### src/rtl/pe_pkg.sv
// Shared types and constants for the PE feeder: FSM state encoding, address width,
// and the effective-filter-count rule applied when a job is accepted.
package pe_pkg;

    localparam int ADR_W       = 8;
    localparam int NUM_RES_DEF = 4;

    typedef enum logic [3:0] {
        IDLE,
        CLR,
        FEED,
        DRAIN,
        STORE,
        WRITE,
        RES_CLR,
        DUMP,
        DONE
    } state_t;

    // Zero filters still produces one result per window; larger requests clamp to the buffer depth.
    function automatic logic [2:0] eff_filters(input logic [2:0] nf, input logic [2:0] cap);
        if (nf == 3'd0) begin
            return 3'd1;
        end else if (nf > cap) begin
            return cap;
        end else begin
            return nf;
        end
    endfunction

endpackage

### src/rtl/pe_feed_adr_gen.sv
// Window/filter/element counters and scratchpad address generation for the PE feeder.
// Bases are advanced incrementally so no multiplier is needed for w*stride or f*FILTER_SIZE.
module pe_feed_adr_gen
    import pe_pkg::*;
#(
    parameter int FILTER_SIZE = 16,
    parameter int NUM_RES     = NUM_RES_DEF
) (
    input  logic             clk,
    input  logic             rst,
    input  logic             i_load,
    input  logic [ADR_W-1:0] i_img_base,
    input  logic [ADR_W-1:0] i_stride,
    input  logic [7:0]       i_num_windows,
    input  logic [2:0]       i_num_filters,
    input  logic             i_clr_k,
    input  logic             i_inc_k,
    input  logic             i_next_filter,
    input  logic             i_next_window,
    output logic [ADR_W-1:0] o_img_adr,
    output logic [ADR_W-1:0] o_filt_adr,
    output logic [7:0]       o_w,
    output logic [7:0]       o_f,
    output logic             o_last_k,
    output logic             o_last_f,
    output logic             o_last_w
);

    localparam logic [6:0]       K_LAST  = 7'(FILTER_SIZE - 1);
    localparam logic [ADR_W-1:0] FS_STEP = ADR_W'(FILTER_SIZE);
    localparam logic [2:0]       NF_CAP  = 3'(NUM_RES);

    logic [ADR_W-1:0] r_stride;
    logic [7:0]       r_num_windows;
    logic [2:0]       r_nf;
    logic [ADR_W-1:0] r_win_base;
    logic [ADR_W-1:0] r_filt_base;
    logic [7:0]       r_w;
    logic [2:0]       r_f;
    logic [6:0]       r_k;

    always_ff @(posedge clk or negedge rst) begin
        if (!rst) begin
            r_stride      <= '0;
            r_num_windows <= '0;
            r_nf          <= 3'd1;
            r_win_base    <= '0;
            r_filt_base   <= '0;
            r_w           <= '0;
            r_f           <= '0;
            r_k           <= '0;
        end else if (i_load) begin
            r_stride      <= i_stride;
            r_num_windows <= i_num_windows;
            r_nf          <= eff_filters(i_num_filters, NF_CAP);
            r_win_base    <= i_img_base;
            r_filt_base   <= '0;
            r_w           <= '0;
            r_f           <= '0;
            r_k           <= '0;
        end else begin
            if (i_clr_k) begin
                r_k <= '0;
            end else if (i_inc_k) begin
                r_k <= r_k + 7'd1;
            end
            if (i_next_window) begin
                r_w         <= r_w + 8'd1;
                r_win_base  <= r_win_base + r_stride;
                r_f         <= '0;
                r_filt_base <= '0;
            end else if (i_next_filter) begin
                r_f         <= r_f + 3'd1;
                r_filt_base <= r_filt_base + FS_STEP;
            end
        end
    end

    assign o_img_adr  = r_win_base + {1'b0, r_k};
    assign o_filt_adr = r_filt_base + {1'b0, r_k};
    assign o_w        = r_w;
    assign o_f        = {5'd0, r_f};
    assign o_last_k   = (r_k == K_LAST);
    assign o_last_f   = (r_f == r_nf - 3'd1);
    assign o_last_w   = (r_w == r_num_windows - 8'd1);

endmodule

### src/rtl/pe_feeder.sv
// Sequencing front end for one PE: FSM walking windows/filters, read-enable to acc_en
// alignment, and decode of every PE control strobe from the current state.
module pe_feeder
    import pe_pkg::*;
#(
    parameter int FILTER_SIZE = 16,
    parameter int MAC_LAT     = 1,
    parameter int NUM_RES     = NUM_RES_DEF
) (
    input  logic             clk,
    input  logic             rst,
    input  logic             start,
    input  logic [ADR_W-1:0] img_base,
    input  logic [ADR_W-1:0] stride,
    input  logic [7:0]       num_windows,
    input  logic [2:0]       num_filters,
    output logic             busy,
    output logic             done,
    output logic             img_rd_en,
    output logic [ADR_W-1:0] img_rd_adr,
    input  logic [7:0]       img_rd_data,
    output logic             filt_rd_en,
    output logic [ADR_W-1:0] filt_rd_adr,
    input  logic [7:0]       filt_rd_data,
    output logic [7:0]       img_pixel,
    output logic [7:0]       filter_value,
    output logic             rst_acc,
    output logic             acc_en,
    output logic             res_buffer_en,
    output logic [7:0]       res_index,
    output logic             rst_res_reg,
    output logic             wr_en,
    output logic [ADR_W-1:0] wr_adr,
    output logic             wr_file
);

    localparam logic [7:0] DRAIN_LAST = 8'(MAC_LAT);

    state_t           r_state;
    state_t           w_next;
    logic [7:0]       r_drain_cnt;
    logic             r_acc_en;

    logic             w_load;
    logic [ADR_W-1:0] w_img_adr;
    logic [ADR_W-1:0] w_filt_adr;
    logic [7:0]       w_w;
    logic [7:0]       w_f;
    logic             w_last_k;
    logic             w_last_f;
    logic             w_last_w;

    assign w_load = (r_state == IDLE) && start;

    pe_feed_adr_gen #(
        .FILTER_SIZE(FILTER_SIZE),
        .NUM_RES    (NUM_RES)
    ) u_adr_gen (
        .clk          (clk),
        .rst          (rst),
        .i_load       (w_load),
        .i_img_base   (img_base),
        .i_stride     (stride),
        .i_num_windows(num_windows),
        .i_num_filters(num_filters),
        .i_clr_k      (r_state == CLR),
        .i_inc_k      (r_state == FEED),
        .i_next_filter((r_state == STORE) && !w_last_f),
        .i_next_window((r_state == RES_CLR) && !w_last_w),
        .o_img_adr    (w_img_adr),
        .o_filt_adr   (w_filt_adr),
        .o_w          (w_w),
        .o_f          (w_f),
        .o_last_k     (w_last_k),
        .o_last_f     (w_last_f),
        .o_last_w     (w_last_w)
    );

    always_ff @(posedge clk or negedge rst) begin
        if (!rst) begin
            r_state     <= IDLE;
            r_drain_cnt <= '0;
            r_acc_en    <= 1'b0;
        end else begin
            r_state     <= w_next;
            r_drain_cnt <= (r_state == DRAIN) ? r_drain_cnt + 8'd1 : 8'd0;
            // Read data returns one cycle after the enable, so accumulate lags FEED by one.
            r_acc_en    <= (r_state == FEED);
        end
    end

    always_comb begin
        w_next = r_state;
        case (r_state)
            IDLE:    if (start) w_next = (num_windows == 8'd0) ? DUMP : CLR;
            CLR:     w_next = FEED;
            FEED:    if (w_last_k) w_next = DRAIN;
            DRAIN:   if (r_drain_cnt == DRAIN_LAST) w_next = STORE;
            STORE:   w_next = w_last_f ? WRITE : CLR;
            WRITE:   w_next = RES_CLR;
            RES_CLR: w_next = w_last_w ? DUMP : CLR;
            DUMP:    w_next = DONE;
            DONE:    w_next = IDLE;
            default: w_next = IDLE;
        endcase
    end

    assign busy          = (r_state != IDLE);
    assign done          = (r_state == DONE);
    assign img_rd_en     = (r_state == FEED);
    assign filt_rd_en    = (r_state == FEED);
    assign img_rd_adr    = img_rd_en ? w_img_adr : '0;
    assign filt_rd_adr   = filt_rd_en ? w_filt_adr : '0;
    assign img_pixel     = img_rd_data;
    assign filter_value  = filt_rd_data;
    assign rst_acc       = (r_state == CLR);
    assign acc_en        = r_acc_en;
    assign res_buffer_en = (r_state == STORE);
    assign res_index     = res_buffer_en ? w_f : '0;
    assign rst_res_reg   = (r_state == RES_CLR);
    assign wr_en         = (r_state == WRITE);
    assign wr_adr        = wr_en ? w_w : '0;
    assign wr_file       = (r_state == DUMP);

endmodule

### config.mk
export PLATFORM = sky130hd
export DESIGN_NAME = pe_feeder
export DESIGN_NICKNAME = d
export VERILOG_FILES = /design/src/rtl/pe_pkg.sv /design/src/rtl/pe_feed_adr_gen.sv /design/src/rtl/pe_feeder.sv
export SDC_FILE = /design/constraint.sdc
export NUM_CORES = 1
export LEC_CHECK = 0
export ABC_CLOCK_PERIOD_IN_PS = 4050
export CORE_MARGIN = 4
export CORE_UTILIZATION = 52
export CTS_BUF_LIST = sky130_fd_sc_hd__clkbuf_8
export CTS_CLUSTER_SIZE = 24
export DETAILED_ROUTE_END_ITERATION = 10
export PLACE_DENSITY_LB_ADDON = 0.08
export SETUP_SLACK_MARGIN = 0.3
export SLEW_MARGIN = 40
export SYNTH_ARGS = -nofsm -noshare
export SYNTH_HDL_FRONTEND = slang
export SYNTH_SLANG_ARGS = --single-unit
### constraint.sdc
create_clock -name clk -period 4.05 [get_ports clk]
set_input_delay 1.0125 -clock clk [delete_from_list [all_inputs] [get_ports clk]]
set_output_delay 1.0125 -clock clk [all_outputs]
set_load 0.02 [all_outputs]
After elaboration in Yosys (flattened, before gate mapping)
Index checks and enable logic that the tools add are counted.
Word-level totals
  input port bits: 46
  logic and storage cells: 77
  register bits after elaboration: 66
  output and inout bits: 58
Cells by class
  order comparisons: 1
  add/subtract/negate cells: 10
  equal/unequal tests: 15
  muxes and demuxes: 27
  reductions and logical operators: 13
Operators by type and width (number)
  2-to-1 mux 8 bit: 11
  one-hot mux 4 bit (8 select lines): 1
  2-to-1 mux 3 bit: 9
  2-to-1 mux 7 bit: 3
  adder 8 x 1 -> 8 bit, second input constant: 2
  adder 8 x 7 -> 8 bit: 2
  == test 4 x 3 -> 1 bit, second input constant: 4
  2-to-1 mux 4 bit: 3
  adder 8 x 5 -> 8 bit, second input constant: 1
  adder 8 bit: 1
  == test 4 x 2 -> 1 bit, second input constant: 2
  == test 8 x 1 -> 1 bit, second input constant: 1
  == test 8 bit: 1
  logical NOT 8 bit: 1
  subtractor 8 x 1 -> 8 bit, second input constant: 1
  adder 7 x 1 -> 7 bit, second input constant: 1
  == test 7 x 4 -> 1 bit, second input constant: 1
  nonzero test 3 bit: 2
  == test 4 x 1 -> 1 bit, second input constant: 1
  == test 4 bit, second input constant: 1
  logical NOT 4 bit: 1
  inequality test 2 x 1 -> 1 bit, second input constant: 2
  nonzero test 4 bit: 1
  adder 3 x 1 -> 3 bit, second input constant: 1
  other kinds (9): 12

Logic depth before layout (Yosys ltp)
Gate-level depths: netlist (run 1).
  depth after elaboration: 7
  depth in mapped cells: 10

Hierarchy
Synthesis (run 1) repeated with hierarchy kept, for this count alone.
Unflattened totals
  cells, all modules: 453
  area, all modules: 4280.4 um^2
Modules (own cells, without submodules)
  pe_feed_adr_gen: sequential area each 1227.4 um^2, instances 1, cells each 327, area an instance 3156.8 um^2
  pe_feeder: sequential area each 325.3 um^2, instances 1, cells each 126, area an instance 1123.6 um^2

Worst setup path before layout (run 1)
OpenSTA, ideal clock, no wires.
  path type: register to output
  from: register u_adr_gen.r_k[0]
  to: output port img_rd_adr[6]
  slack: 964 ps
  data arrival time: 2073 ps
  stages on the path, launching flop included: 9
  path buffers: 0
  data required time: 3038 ps
  path through: dfrtp_1 -> ha_1 -> fa_1 -> a21o_1 -> a21o_1 -> a21o_1 -> a21oi_1 -> xor2_1 -> nor2_1
On the way
  longest elaborated chain between the ends: 2
Ends and longest elaborated chain
  from (decl): RTL line pe_feed_adr_gen.sv:40  | logic [6:0] r_k;
  from (signal assigned): RTL line pe_feed_adr_gen.sv:65  | r_k <= r_k + 7'd1;
  adder 8 x 7 -> 8 bit: RTL line pe_feed_adr_gen.sv:79  | assign o_img_adr = r_win_base + {1'b0, r_k};
  2-to-1 mux 8 bit: RTL line pe_feeder.sv:112  | assign img_rd_adr = img_rd_en ? w_img_adr : '0;
  to (decl): RTL line pe_feeder.sv:20  | output logic [ADR_W-1:0] img_rd_adr,
No other way between the ends.

Final worst setup path (run 1)
  from: register u_adr_gen.r_k[1]
  to: output port img_rd_adr[7]
Same word-level chain as after synthesis.

==> impl_metrics.yaml, run 1 <==
grt:
  antenna_found_initial: 0
  grt_remaining_overflow: 0
  grt_pass1_wl_microns: 14800
  grt_max_degree: 40
  grtUsageTotal: 0.206
  grt_pass1_vias: 3107
critical_path:
  path_max_fanout: 7
  crit_required_ps: 3040
  r2r-end: "u_adr_gen.o_w[4]"
  cp-start-kind: "flop"
  arrival_ps: 2590
  rr_startpoint: "u_adr_gen.r_num_windows[0]"
  path_class: "reg -> out"
  end_kind: "output pin"
  worst_r2r_path_depth: 9
  rrSetupSlack_ps: 1250
timing:
  max_slew.worst_pin.slew_ps: 676
  fin_crit_sh: 0.889
  final.min_clock_period_ps: 3600
  drv_slew: 0
  timing.fmax_mhz: 278
  setup_tns_ps: 0
  relSlewSlack: 0.545
  rsz0062_at_grt: "false"
  finalHoldViolations: 0
  setup_viol: 0
  clock_skew_ps: 11.2
min_path:
  min_from: "u_adr_gen.r_stride[5]"
  whs_path_depth: 2
  min_to: "u_adr_gen.r_stride[5]"
  holdCritPathClass: "reg -> reg"
floorplanning:
  core_area_sq_mm: 0.00741
  rows: 31
  pin_count: 104
  dieArea_sq_mm: 0.00925
  die_w_microns: 96.2
  die_h_microns: 96.2
  initial_core_util: 0.546
yosys:
  yosysWarnings: 0
  ys_ff_latch: 62
  ys.flop_type: "dfrtp_1"
  synth_top_cells_by_area: "dfrtp_1 (38%), ha_1 (7.7%), nand2_1 (7.1%)"
  yosysTopAreaCellShare: 0.377
  syn_area_per_cell_sq_um: 8.85
  syn_area_sq_mm: 0.00404
  synth_cell_types: 52
  ys_seq_area_frac: 0.384
  async_reset_ff_frac: 1.00
  yosys.area.top_type: "dfrtp_1"
  synth_cells: 457
  synth-edff-count: 0
clock_tree:
  htree_levels: 3
  cts.sinks: 62
  numCtsBuffers: 9
  clkTransAtPathRegs_ps: 70
  cts_buffer_depth: 2
  clkLatencyLatePin_ps: 350
  cts_hold_buf: 0
  cts_tree: "built"
  root_buffer: "clkbuf_8"
detailed_routing:
  drc: 0
  vias: 3284
  drtAntennaViolNets: 0
  dr.pass1.iters: 4
  totalWireLength_microns: 9030
  drt_iter0_drc: 166
  wl_per_cell_microns: 14.8
  viasPerCell: 5.37
layout:
  seq_area_sq_mm: 0.00155
  multiInputGateArea_sq_mm: 0.00223
  layout-drive-gt1-share: 0.0625
  fillers: 628
  post-route-util: 0.657
  area_delta_synth_final_pct: 20.5
  antennaDiodeCount: 0
  final_nets: 580
run:
  maxCapViolations: 0
place:
  gp_congestion: 0.812
  dpl.hpwl_microns: 6810
  numPortBuffers: 66
pwr:
  cellLeakagePower_uw: 0.00230
  vdd_drop_max_uv: 330
  p_per_area_mw_per_mm2: 658
status:
  status: "finished clean"
report_power, final:
group / total, uW / switching [uW] / internal [uW]
Clock: 598 / 255 / 343
Combinational: 1570 / 856 / 718
Sequential: 1030 / 218 / 812
layout by cell type (no fill, tap or decap), types with 3 or more instances in the layout:
master,count
a21oi_1,13
nand2_1,77
o221a_1,3
o21ai_0,12
and2_1,12
xor2_1,22
nor2_1,46
a21o_1,7
conb_1,5
nor3_1,12
inv_1,17
dfrtp_1,60
nand4_1,6
xnor2_1,23
nor4b_1,3
buf_4,6
ha_1,25
clkbuf_8,9
nand3_1,12
and3_1,11
nor4_1,3
nor2b_1,6
clkdlybuf4s50_1,61
mux2i_1,9
nand2b_1,8
area by class of cell:
| type | instances | share of cell area |
|---|---|---|
| clock inverter | 7 | 0.0188 |
| sequential | 62 | 0.319 |
| inverter | 15 | 0.0116 |
| clock buffer | 9 | 0.0254 |
| timing repair buffer | 71 | 0.143 |
| multi-input combinational | 348 | 0.457 |
| tap | 99 | 0.0254 |
synth_stat cells (11+ instances only):
| cell type | instances |
|---|---|
| and2_1 | 13 |
| inv_1 | 15 |
| clkbuf_1 | 13 |
| nand3_1 | 12 |
| nor3_1 | 12 |
| and3_1 | 11 |
| buf_4 | 22 |
| ha_1 | 25 |
| nor2_1 | 46 |
| xor2_1 | 22 |
| dfrtp_1 | 61 |
| xnor2_1 | 23 |
| o21ai_0 | 12 |
| nand2_1 | 77 |
| a21oi_1 | 13 |
metal layers:
| layer | wire length (microns) | GRT usage | vias up |
|---|---|---|---|
| li1 | - | - | 1608 |
| met1 | 4160 | 0.279 | 1563 |
| met2 | 4180 | 0.326 | 101 |
| met3 | 605 | 0.0555 | 12 |
| met4 | 78 | 0.0533 | 0 |
| met5 | 0 | 0 | - |
flip-flops by register name, indices dropped and copies added, names as in the netlist, 4 cells and up:
register / count
r_drain_cnt: 8
r_state: 4
u_adr_gen.o_w: 8
u_adr_gen.r_filt_base: 4
u_adr_gen.r_k: 7
u_adr_gen.r_num_windows: 8
u_adr_gen.r_stride: 8
u_adr_gen.r_win_base: 8
how the worst max path moves through the flow:
| stage | start | endpoint | slack, ps | cells after the start |
|---|---|---|---|---|
| 2_1_floorplan | u_adr_gen.r_k[0] | img_rd_adr[6] | 960 | 8 |
| 3_3_place_gp | u_adr_gen.r_k[0] | img_rd_adr[6] | 490 | 9 |
| 5_1_grt | u_adr_gen.r_k[1] | img_rd_adr[7] | 300 | 9 |
| 4_1_cts | u_adr_gen.r_k[0] | img_rd_adr[6] | 320 | 9 |
| 6_report | u_adr_gen.r_k[1] | img_rd_adr[7] | 450 | 9 |
| 3_5_place_dp | u_adr_gen.r_k[0] | img_rd_adr[6] | 450 | 9 |
critical path: stages, from the launching register on:
cell             delay [ps]
dfrtp_1                 470
ha_1                    320
a21o_1                  150
a21oi_1                 170
nor2b_1                  90
o21a_1                  190
o41a_1                  320
xnor2_1                 130
nor2_1                   80
clkdlybuf4s15_1         320
metrics by stage:
step                      worst slack (ps)  cells  instance area (sq um)  hold slack (ps)  power (uW)
final                                  451    611                   4870              485        3200
after global routing                   304    611                   4870              502        3480
after CTS                              321    611                   4870              494        3230
after detailed placement               454    595                   4650              475        2620
after global placement                 486    595                   4650              468        2570
after floorplan                        964    461                   4060              450        2180
repair_timing:
| action | in CTS | in global routing |
|---|---|---|
| gates resized for setup | 2 | 6 |
| pin swaps | 0 | 0 |
| gates cloned | 0 | 0 |
| setup endpoints to repair | 2 | 4 |
| buffers inserted | 0 | 0 |
cells by family (layout without fill, tap and decap cells):
group	Yosys count	after routing	synth area share
flip-flops	62	62	0.384
buffers and inverters	51	102	0.0696
AND/OR/NAND/NOR	208	208	0.245
XOR/XNOR	45	45	0.0975
multiplexers	9	9	0.0223
AO/OA/AOI/OAI	54	54	0.0934
other	1	5	0.000927
adder cells (fa/ha/maj)	27	27	0.0873
Note: power is estimated with default switching activity, not from simulation.
==> run 2, diff against run 1 <==
Settings changed: SETUP_SLACK_MARGIN 0.3 to 0.1.
==> run 2 against run 1 <==
Net effect: worst hold slack barely moved; first-iteration DRC count rose by 3.6%; maximum frequency fell by 3.4%; combinational power barely moved; count of clock-buffer cells in the layout did not move; clock skew barely moved; wire length rose by 0.28%; global-route usage did not move; critical endpoint is now img_rd_adr[6].
==> impl_metrics.yaml, run 2 (synthesis results as in run 1) <==
status:
  status: "finished clean"
critical_path:
  arrival_ps: 2710
  path_class: "reg -> out"
  crit_required_ps: 3040
  cp-start-kind: "flop"
  path_max_fanout: 6
  end_kind: "output pin"
  rrSetupSlack_ps: 1260
timing:
  timing.fmax_mhz: 268
  hold_slack_ps: 485
  rsz0062_at_grt: "false"
  fin_crit_sh: 0.920
  setup_tns_ps: 0
  max_slew.worst_pin.slew_ps: 675
  final.min_clock_period_ps: 3730
  finalHoldViolations: 0
  relSlewSlack: 0.546
  clock_skew_ps: 11.4
  setup_viol: 0
  drv_slew: 0
clock_tree:
  cts_buffer_depth: 2
  cts_tree: "built"
  ctsResizeCount: 1
  root_buffer: "clkbuf_8"
  numCtsBuffers: 9
  clkTransAtPathRegs_ps: 70
  cts_hold_buf: 0
  htree_levels: 3
  clkLatencyLatePin_ps: 350
  cts_setup_buffers: 0
  cts.sinks: 62
floorplanning:
  core_area_sq_mm: 0.00741
  dieArea_sq_mm: 0.00925
  pin_count: 104
  die_h_microns: 96.2
  initial_core_util: 0.546
  rows: 31
  die_w_microns: 96.2
place:
  numPortBuffers: 66
  gp_congestion: 0.812
  dpl.hpwl_microns: 6810
pwr:
  p_per_area_mw_per_mm2: 659
  vdd_drop_max_uv: 330
  cellLeakagePower_uw: 0.00228
layout:
  final_common_cell: "nand2_1"
  final_nets: 580
  post-route-util: 0.657
  layout_common_cells: "nand2_1 (77), clkdlybuf4s50_1 (63), dfrtp_1 (61)"
  layout-drive-gt1-share: 0.0586
  antennaDiodeCount: 0
  area_delta_synth_final_pct: 20.5
detailed_routing:
  viasPerCell: 5.37
  dr.pass1.iters: 5
  vias: 3283
  totalWireLength_microns: 9050
  drtAntennaViolNets: 0
  drt_iter0_drc: 172
  drc: 0
  wl_per_cell_microns: 14.8
grt:
  grtUsageTotal: 0.206
  grt_pass1_wl_microns: 14800
  antenna_found_initial: 0
  grt_remaining_overflow: 0
  grt_pass1_vias: 3107
  grt_max_degree: 40
run:
  maxCapViolations: 0
min_path:
  holdCritPathClass: "reg -> reg"
-- run 2: cell types whose count changed in the layout (fill, tap and decap cells not counted), sizes merged --
cell,delta
dlygate4sd2,+1
clkdlybuf4s15,-1
clkbuf,-1
dlymetal6s2s,-1
clkdlybuf4s50,+2
-- run 2: worst paths after layout --
| check | start | endpoint | depth (start not counted) |
|---|---|---|---|
| setup / recovery | u_adr_gen.r_k[0] | img_rd_adr[6] | 9 |
| hold / removal | u_adr_gen.r_stride[5] | u_adr_gen.r_stride[5] | 2 |
| setup reg to reg | u_adr_gen.r_num_windows[0] | u_adr_gen.o_w[4] | 9 |
| hold reg to reg | u_adr_gen.r_stride[5] | u_adr_gen.r_stride[5] | 2 |
| max in group asynchronous | rst | u_adr_gen.o_w[2] | 2 |
| min in group asynchronous | rst | u_adr_gen.r_filt_base[7] | 1 |
-- run 2: cell type report --
cell class	count	area, sq um
fillers	628	2540
multi-input cells	348	2230
flip-flops and latches	62	1550
repair buffers	71	697
clock buffers	9	124
well taps	99	124
clock inverters	7	91.3
inverters	15	56.3
-- run 2: critical path: stages (launching register included) --
cell and delay, ps:
dfrtp_1 450, ha_1 250, fa_1 400, a21o_1 170, a21o_1 200, a21o_1 180, a21oi_1 160, xor2_1 170
nor2_1 50, dlygate4sd2_1 330
-- run 2: power by group --
group	internal, uW	switching [uW]	total, uW
combinational	723	857	1580
clock	343	256	599
sequential	811	219	1030
-- run 2: layer usage --
metal	vias up	track usage	part of all wire
met1	1555	0.279	0.46
met3	16	0.0555	0.070
met4	0	0.0533	0.010
met5	-	0	0
li1	1608	-	-
met2	104	0.326	0.46
-- run 2: stage by stage --
| step | cell area, sq um | setup WS (ps) | instances | total power [uW] |
|---|---|---|---|---|
| 6_report | 4870 | 325 | 611 | 3210 |
| 5_1_grt | 4870 | 168 | 611 | 3480 |
| 4_1_cts | 4870 | 136 | 611 | 3230 |
| 3_5_place_dp | 4650 | 454 | 595 | 2620 |
| 3_3_place_gp | 4650 | 486 | 595 | 2570 |
| 2_1_floorplan | 4060 | 964 | 461 | 2180 |
==> run 3, diff against run 2 <==
Settings changed: CAP_MARGIN set to 20.
==> results of run 3 <==
No change in the layout: final DEF, timing and power equal those of run 2.
==> RTL change (config.mk and constraints of run 1) <==
Remove the register `r_acc_en`: a continuous assignment takes its place, so the output `acc_en` follows one clock earlier.
--- a/src/rtl/pe_feeder.sv
+++ b/src/rtl/pe_feeder.sv
@@ -82,3 +82,2 @@
             r_drain_cnt <= '0;
-            r_acc_en    <= 1'b0;
         end else begin
@@ -87,5 +86,6 @@
             // Read data returns one cycle after the enable, so accumulate lags FEED by one.
-            r_acc_en    <= (r_state == FEED);
         end
     end
+
+    assign r_acc_en = (r_state == FEED);
 
Formal check against the unedited RTL: not equivalent (Yosys sat finds a counterexample within 4 cycles, from zero or initial values and one cycle with rst low).
==> RTL change against run 1 <==
  * Clock skew up 0.0018 ns
  * Largest cell class unchanged
  * Area after synthesis down 1.2%
  * Final area down 1.6%
  * Critical endpoint is now img_rd_adr[6]
  * Sequential cell count down 1
  * Setup slack worse by 0.069 ns
  * Highest routed layer unchanged
  * Count of clock-buffer cells in the layout unchanged
  * Power down 2.2%
  * Wire length up 0.76%
==> RTL change: results (changes against run 1) <==
stage	metric	value	unit	change
outcome	status	complete, no violations		
grt	grt_pass1_wl	15200	um	+2.4%
clock_tree	htreeDepth	3		unchanged
logic_synthesis	synthesis.instances	452		-1.1%
sta	worst_slew_pin_slew	0.717	ns	+0.0407 ns
placement	placed_cell_area	4600	um2	-1.2%
final_layout	nets	575		-0.86%
logic_synthesis	synth.area.top_cells	dfrtp_1 38%, ha_1 7.8%, nand2_1 6.9%		
placement	dp.cells	590		-0.84%
grt	antenna_found_initial	0		unchanged
placement	pre_cts_slack	0.442	ns	-0.0118 ns
drt	vias_per_cell	5.36		-0.31%
worst_setup_path	r2r_slack	1.12	ns	-0.13 ns
clock_tree	cts_max_path_buffers	2		unchanged
grt	track_usage	0.214		+0.00754
placement	finalWeightedCongestion	0.875		+7.8%
placement	dpl.hpwl	6840	um	+0.43%
worst_setup_path	critPathMaxStageDelay	0.45	ns	-0.02 ns
pwr	irDropWorstVdd	323	uV	-1.9%
worst_hold_path	min_to	u_adr_gen.r_stride[6]		
grt	grt_pass1_vias	3110		+0.097%
final_layout	layout.cells.non_filler	606		-0.82%
clock_tree	clockRootBuffer	clkbuf_8		
drt	wirelength	9100	um	+0.76%
worst_hold_path	min_from	u_adr_gen.r_stride[6]		
worst_setup_path	r2r_start	u_adr_gen.r_num_windows[0]		
worst_setup_path	worstPathArrival	2.66	ns	+0.07 ns
final_layout	fillers	628		unchanged
clock_tree	cts_made_buffers	9		unchanged
drt	met2_length	4330	um	+3.5%
logic_synthesis	yosys-top-cells-count	73 x nand2_1, 60 x dfrtp_1, 49 x nor2_1, 26 x xnor2_1, 25 x ha_1		
worst_setup_path	reg2reg_depth	9		unchanged
drt	drt_iter0_markers	148		-11%
worst_setup_path	worstPathMaxFanout	6		-1
logic_synthesis	ys_async_sr_fraction	1.00		unchanged
logic_synthesis	ys_seq_area_frac	0.382		-0.00157
drt	dr_wl_met3	444	um	-27%
pwr	power_switching	1.34	mW	+0.59%
worst_setup_path	path_delay_family	compound AO/OA/AOI/OAI gates		
clock_tree	clk_pin_slew	0.07	ns	about the same
drt	dr.pass1.iters	4		unchanged
final_layout	drive_above_1_share	0.0611		-0.00136
sta	holdWs	0.489	ns	+0.00322 ns
worst_setup_path	cpMaxStageDelayCell	dfrtp_2		
worst_hold_path	whs_path_depth	2		unchanged
final_layout	n_antenna_cell	0		unchanged
grt	grt_max_degree	41		+2.5%
clock_tree	clk_latency	0.35	ns	about the same
logic_synthesis	ys_warn_count	0		unchanged
worst_hold_path	hold_path.class	reg -> reg		
pwr	p_leak	2.26	nW	-1.5%
drt	top_layer	met4		
logic_synthesis	synthDistinctLibCells	51		-1.9%
worst_setup_path	reg2reg_to	u_adr_gen.r_win_base[3]		
drt	wl_met1	4230	um	+1.6%
sta	fin_skew	0.0130	ns	+0.00180 ns
placement	io_buffers	66		unchanged
## RTL change: repair_timing
| action | in CTS | in global routing |
|---|---|---|
| resized for setup | 2 | 6 |
| setup endpoints to repair | 2 | 4 |
| pin swaps | 0 | 0 |
| buffers inserted | 0 | 0 |
| endpoints found under the hold margin | 0 | 0 |
## RTL change: power by group through the flow
stage	clock network, mW	logic [mW]	registers, mW
2_1_floorplan	0	1.21	0.940
3_3_place_gp	0	1.54	1.02
3_5_place_dp	0	1.58	1.03
4_1_cts	0.546	1.59	1.02
5_1_grt	0.574	1.77	1.05
6_report	0.532	1.58	1.02
## RTL change: worst max path at each step
| stage | slack [ns] | to | cells after the start | from |
|---|---|---|---|---|
| floorplan | 0.96 | img_rd_adr[6] | 8 | u_adr_gen.r_k[0] |
| global placement | 0.47 | img_rd_adr[6] | 9 | u_adr_gen.r_k[0] |
| detailed placement | 0.44 | img_rd_adr[6] | 9 | u_adr_gen.r_k[0] |
| CTS | 0.32 | img_rd_adr[6] | 9 | u_adr_gen.r_k[0] |
| global route | 0.27 | img_rd_adr[6] | 9 | u_adr_gen.r_k[0] |
| finish | 0.38 | img_rd_adr[6] | 9 | u_adr_gen.r_k[0] |
## RTL change: layout make-up
class | instances | area (um2) | area share
well taps | 99 | 124 | 0.0258
clock buffers | 9 | 124 | 0.0258
inverters | 15 | 56.3 | 0.0117
clock inverters | 7 | 67.6 | 0.0141
multi-input cells | 344 | 2200 | 0.459
repair buffers | 71 | 693 | 0.145
flip-flops and latches | 61 | 1530 | 0.319
## RTL change: worst reg2reg max path, stage by stage (launching register included)
cell	delay, ns
dfrtp_1	0.43
inv_1	0.09
ha_1	0.23
or3b_1	0.41
or4_1	0.47
a22o_1	0.24
a211oi_4	0.34
or2b_4	0.25
nand2_4	0.11
o221a_1	0.25
## RTL change: routing by layer
layer / up-vias / global-route usage
li1: 1594 / -
met1: 1563 / 0.291
met4: 0 / 0.0640
met2: 79 / 0.338
met5: - / 0
met3: 11 / 0.0513
## RTL change: cell families after synthesis
| family | Yosys count | synth area share |
|---|---|---|
| AO/OA/AOI/OAI | 51 | 0.0886 |
| multiplexers | 7 | 0.0175 |
| adder cells (fa/ha/maj) | 27 | 0.0883 |
| other | 1 | 0.000939 |
| buffers and inverters | 51 | 0.0717 |
| flip-flops | 61 | 0.382 |
| XOR/XNOR | 48 | 0.105 |
| AND/OR/NAND/NOR | 206 | 0.245 |
